==> config.mk <==
export PLATFORM = sky130hd
export DESIGN_NAME = wb_regfile
export DESIGN_NICKNAME = d
export VERILOG_FILES = /design/src/rtl/wb_regfile.sv
export SDC_FILE = /design/constraint.sdc
export NUM_CORES = 2
export LEC_CHECK = 0
export BUFFER_PORTS_ARGS = -buffer_cell sky130_fd_sc_hd__buf_2
export CORE_MARGIN = 5
export CORE_UTILIZATION = 64
export CTS_CLUSTER_DIAMETER = 80
export DETAILED_ROUTE_END_ITERATION = 10
export GPL_ROUTABILITY_DRIVEN = 1
export HOLD_SLACK_MARGIN = 0.12
export PLACE_DENSITY = 0.81
export SLEW_MARGIN = 40
export SYNTH_ARGS = -nofsm -noshare
export SYNTH_HDL_FRONTEND = slang
export SYNTH_SLANG_ARGS = --single-unit
==> constraint.sdc <==
create_clock -name clk -period 2.5 [get_ports clk]
set_input_delay 0.125 -clock clk [delete_from_list [all_inputs] [get_ports clk]]
set_output_delay 0.125 -clock clk [all_outputs]
set_load 0.01 [all_outputs]
==> src/rtl/wb_regfile.sv <==
// Register file with write-back bypass and a per-register pending scoreboard.
// Index 0 reads as zero; busy flags a read whose producer has not yet written back.
module wb_regfile #(
  parameter int DATA_W = 32,
  parameter int ADDR_W = 5
) (
  input  logic              clk,
  input  logic              rst,
  input  logic              wb_wreg,
  input  logic [ADDR_W-1:0] wb_wd,
  input  logic [DATA_W-1:0] wb_wdata,
  input  logic              re1,
  input  logic              re2,
  input  logic [ADDR_W-1:0] raddr1,
  input  logic [ADDR_W-1:0] raddr2,
  output logic [DATA_W-1:0] rdata1,
  output logic [DATA_W-1:0] rdata2,
  input  logic              issue_set,
  input  logic [ADDR_W-1:0] issue_rd,
  input  logic              flush,
  output logic              busy1,
  output logic              busy2
);

  localparam int NREG = 1 << ADDR_W;

  logic [DATA_W-1:0] regs_q [NREG];
  logic [DATA_W-1:0] regs_d [NREG];
  logic [NREG-1:0]   pending_q;
  logic [NREG-1:0]   pending_d;

  logic              wb_en;
  logic              iss_en;

  assign wb_en  = wb_wreg && (wb_wd != '0);
  assign iss_en = issue_set && (issue_rd != '0);

  // Entry 0 never takes a write, so it stays at its reset value of zero.
  for (genvar gi = 0; gi < NREG; gi++) begin : g_next
    if (gi == 0) begin : g_zero
      assign regs_d[gi] = '0;
    end else begin : g_entry
      assign regs_d[gi] = (wb_en && (wb_wd == ADDR_W'(gi))) ? wb_wdata : regs_q[gi];
    end
  end

  always_ff @(posedge clk) begin
    for (int i = 0; i < NREG; i++) begin
      if (!rst) regs_q[i] <= '0;
      else      regs_q[i] <= regs_d[i];
    end
  end

  // Ordering matters: flush first, then writeback clear, then issue set (newest owner wins).
  always_comb begin
    pending_d = pending_q;
    if (flush) pending_d = '0;
    if (wb_en) pending_d[wb_wd] = 1'b0;
    if (iss_en) pending_d[issue_rd] = 1'b1;
    pending_d[0] = 1'b0;
  end

  always_ff @(posedge clk) begin
    if (!rst) pending_q <= '0;
    else      pending_q <= pending_d;
  end

  logic              re_v    [2];
  logic [ADDR_W-1:0] raddr_v [2];
  logic [DATA_W-1:0] rdata_v [2];
  logic              busy_v  [2];

  assign re_v[0]    = re1;
  assign re_v[1]    = re2;
  assign raddr_v[0] = raddr1;
  assign raddr_v[1] = raddr2;

  for (genvar gi = 0; gi < 2; gi++) begin : g_port
    logic hit_zero;
    logic hit_wb;
    assign hit_zero    = (raddr_v[gi] == '0);
    assign hit_wb      = wb_wreg && (wb_wd == raddr_v[gi]);
    assign rdata_v[gi] = (!re_v[gi] || hit_zero) ? '0 :
                         hit_wb                  ? wb_wdata :
                                                   regs_q[raddr_v[gi]];
    assign busy_v[gi]  = re_v[gi] && !hit_zero && pending_q[raddr_v[gi]] && !hit_wb;
  end

  assign rdata1 = rdata_v[0];
  assign rdata2 = rdata_v[1];
  assign busy1  = busy_v[0];
  assign busy2  = busy_v[1];

endmodule
-- Word level (Yosys, flattened, before mapping)
Memories as Yosys holds them, arrays and structs flattened.
Index checks and enable logic that the tools add are counted.
- $lt $le $gt $ge: 6
- reduce and logical (&&, ||, !) cells: 86
- equal/unequal tests: 64
- mux-type cells: 80
- bitwise operators: 35
- operators by type and width (cell ; count):
    32-bit two-way mux ; 70
    5-bit equality test, second input constant ; 16
    2-bit AND reduction ; 31
    1-bit logical AND ; 43
    5-bit by 4-bit equality test with 1-bit output, second input constant ; 8
    32-bit bitwise AND ; 1
    32-bit NOT ; 1
    1-bit OR ; 32
    32-bit OR ; 1
    1-bit inequality test, second input constant ; 31
    5-bit by 6-bit less-than comparator with 1-bit output, second input constant ; 4
    5-bit by 3-bit equality test with 1-bit output, second input constant ; 4
    1-bit binary-select mux with 5-bit select ; 2
    1-bit demux with 5-bit select ; 2
    5-bit by 2-bit equality test with 1-bit output, second input constant ; 2
    5-bit equality test ; 2
    5-bit by 1-bit >= comparator with 1-bit output, second input constant ; 2
    5-bit logical NOT ; 2
    5-bit nonzero test ; 2
    1-bit logical NOT ; 6
    1-bit two-way mux ; 6
    5-bit by 1-bit equality test with 1-bit output, second input constant ; 1
    1-bit logical OR ; 2
- memories kept: 1
- word-level logic and storage cells: 274
- output and inout port bits: 66
- bits in registers: 32
- RAM bits: 1024
- memories (memory ; words ; width ; rd ports ; clocked after Yosys merged registers in ; write ports ; line ; source):
    regs_q ; 32 ; 32 ; 2 ; 0 ; 32 ; 27 ; logic [DATA_W-1:0] regs_q [NREG];

-- Longest topological paths before layout
- depth in word-level cells: 9
- depth in mapped cells: 10
- depth with buffers taken out: 5

-- Worst setup path after synthesis
Ideal clock, no wire load.
- kind: input-to-reg
- start point: input port wb_wd[3]
- end point: memory regs_q[10][0], enable pin
- path slack: 0.370 ns
- library setup time: 0.389 ns
- path buffers: 1
- arrival time: 1.740 ns
- cell stages on the path: 4
- required time: 2.111 ns
- cell sequence: clkbuf_1 > nor3b_1 > nand2_1 > nand2_1
- RTL lines (item ; line ; source):
    from (decl) ; 10 ; input logic [ADDR_W-1:0] wb_wd,
    to (decl) ; 27 ;

==> impl_results.md <==
* Final WL at around 190000 um
* IO Port Bufs at between 100 and 150
* Global router's overall resource usage at 39.19%
* Post-synthesis sequential area ratio at between 50% and 60%
* Initial DRC count at around 7300
* Worst path slowest cell: mux4_2
* Synth Area per Inst at between 10 and 15 um2
* Syn Nets at 3911
* First drt pass iteration count at 6
* CP Data Required Time at 2380 ps
* Worst Max-Slew Pin Slew at ~850 ps
* HPWL after DPL at between 100000 and 150000 um
* Clock Skews at 0 ps
* Routed vias at between 30000 and 40000
* Num CTS Buffers at a little over 100
* WP data arrival at around 2700 ps
* Tmin final at 2864 ps
* Critical path class: reg2out
* Synth top area share at ~54%
* Clock latency on the worst-skew pair at roughly 670 ps
* Routability cong. at just over 0.9
* I/O pin total at around 130
* CTS tree: built
* Commonest non-fill, non-tap cells in the layout: 1000 x and2_1, 992 x edfxtp_1, 449 x mux4_2
* Met1 Use GR at about half
* Initial Util at 64.17%
* Via density at between 7 and 8
* #FFs+latches synth at between 1000 and 1500
* RSZ-0062 raised after global routing: true
* Die width at between 300 and 400 um
* Outcome: complete, but fails checks
* Initial antenna violation count at 11
* Fin crit share at 114.6%
* Clock Sinks at 1023
* Fin. max-slew vios at 0
* Most frequent CP cell: mux4_2
* Crit Path Max Fanout at 2
* Syn Std Cell Area at around 55000 um2
* Met3 GRT Util at between 10% and 20%
* Total congestion overflow at 0
* Met2 Use GR at between 60% and 70%
* Setup crit start kind: register
* Hold_ws at between 150 and 200 ps
* CP top delay family: multiplexers
* Final setup viols at 63
* Commonest non-fill, non-tap cell in the layout: and2_1
* Fillers at 5017
* Detail Route Antenna Nets at 0
* Root Driver: clkbuf_16
* Mapped Cells at between 3000 and 4000
* WL/cell at 35.53 um
* Distinct cells, synth at 50
* Max Fclk at 349.1 MHz
* Crit end category: output port
* Area contributors post-synth: edfxtp_1 54%, mux4_2 18%, and2_1 11%
* Power per cell area at approximately 650 nW/um2
* Final worst-path setup slack at -364.4 ps
* Worst-path cell chain: mux4_2 > mux4_2 > nand3_2 > o211ai_1 > buf_2
* Most Used Layer, Global Route: met2
* EDFF count, synth at around 990
* Fraction of layout cells with a size suffix above 1 at around a third
* DRC viols at 0
* Max IR drop VDD at 0.5350 mV
* Final Util at between 70 and 80%
* Sum of buffers and inverters on the critical path at 1
* Synth area leader: edfxtp_1
* Async SR Flop Fraction at 0%
* FP Rows at 108
* Leak at 22.87 nW
* Fin. Hold Viols at 0
* Failing checks: setup timing
* Clk pin slew, worst setup/hold paths at approximately 60 ps
* Max-Cap Viols at 0
* Relative slew slack at between 40% and 50%
* Synth Flop Type: edfxtp_1
* Die Y at ~300 um
* First-pass GRT wire length at roughly 270000 um
* Die ar. at between 90000 and 100000 um2
* Flop-to-flop setup slack at around 1100 ps
* Core box area at a little under 90000 um2
* NumNets Final at between 4000 and 5000
* Clk buf depth at 3
* Largest net degree at the start of global routing at between 60 and 70
* Hold/Removal Path Class: in2reg
* Critical path's largest stage delay at 580 ps
* Vias in the first global route at around 40000
* H-tree depth at 3
* Area grow syn2layout at 15.35%
* Yosys warns at 0
[cell usage after synthesis, types with 2 or more instances]
library cell and instances:
and2_1 1001, a221o_1 30, nor2_1 83, a32o_1 53, xnor2_1 6, nand3_1 54
nor2b_1 19, and3b_1 5, nor3_1 34, inv_1 19, a31oi_1 17, a22oi_1 89
nand3b_1 2, buf_4 21, or4_1 2, a211oi_1 4, a221oi_1 32, o21ai_0 6
buf_1 17, clkbuf_1 303, and3_1 40, nor3b_1 6, mux2i_1 120, o22ai_1 31
edfxtp_1 992, or2_2 2, buf_6 15, o211ai_1 33, xor2_1 4, o311ai_0 31
nand4_1 4, nand2_1 128, mux2_2 82, a32oi_1 3, buf_2 69, nand2b_1 3
dfxtp_1 31, mux4_2 449
[worst reg2reg max path, cell delays in order (launching register included)]
cell           delay [ps]
dfxtp_2               330
buf_4                 140
buf_4                 130
nand3_1                60
nand2_1                50
dlygate4sd3_1         570
[metrics by stage]
step	area (um2)	TNS (ps)	cells	worst slack (ps)	total power, mW
finish	64010	-12420	5243	-364.4	41.85
global route	63990	-13490	5235	-424.9	42.65
CTS	63190	-11440	5208	-317.1	41.31
detailed placement	58870	-4.397	4960	-4.397	25.94
global placement	58870	-403.7	4960	-63.64	25.75
floorplan	55490	0	3852	370.3	23.54
[final cells by class]
class / count / area, um2 / share of cell area [%]
well taps: 1155 / 1445 / 2.258
clock buffers: 138 / 2836 / 4.431
multi-input cells: 2384 / 24230 / 37.85
inverters: 19 / 71.32 / 0.1114
diodes: 10 / 25.02 / 0.03909
clock inverters: 47 / 466.7 / 0.7291
repair buffers: 467 / 4524 / 7.068
flip-flops and latches: 1023 / 30410 / 47.52
[cells by family after synthesis]
family / count (synthesis) / synth area share [%]
AND/OR/NAND/NOR: 1386 / 14.53
flip-flops: 1023 / 54.80
multiplexers: 651 / 22.05
buffers and inverters: 445 / 3.513
AO/OA/AOI/OAI: 337 / 4.954
XOR/XNOR: 10 / 0.1578
[registers in the layout, summed over array words and instances, names as in the netlist]
name / cells
regs_q: 992
pending_q: 31
[where the power goes]
part	leakage [nW]	switching [mW]	internal (mW)
sequential	9.71	0.532	19.7
clock	1.61	6.67	8.84
combinational	11.5	3.50	2.57
[timing repair]
item                                    4_1_cts  5_1_grt
buffers inserted                             26       25
endpoints found under the setup margin       65       67
gates resized for setup                     116      133
hold endpoints to repair                    385        0
pin swaps                                    31       47
hold buffers                                 39        0
[routing by layer]
| layer | share of wire, % | vias up |
|---|---|---|
| li1 | - | 15150 |
| met1 | 31 | 19580 |
| met2 | 46 | 4064 |
| met3 | 17 | 851 |
| met4 | 5.4 | 8 |
| met5 | 0.031 | - |
[path summary, 6_finish.rpt]
path,from,endpoint,depth (start not counted)
max,regs_q[30][21],rdata2[21],5
min,wb_wdata[0],regs_q[4][0],2
max reg2reg,pending_q[21],pending_q[21],5
min reg2reg,pending_q[3],pending_q[3],1
No activity file was read; power rests on OpenSTA's default activity.
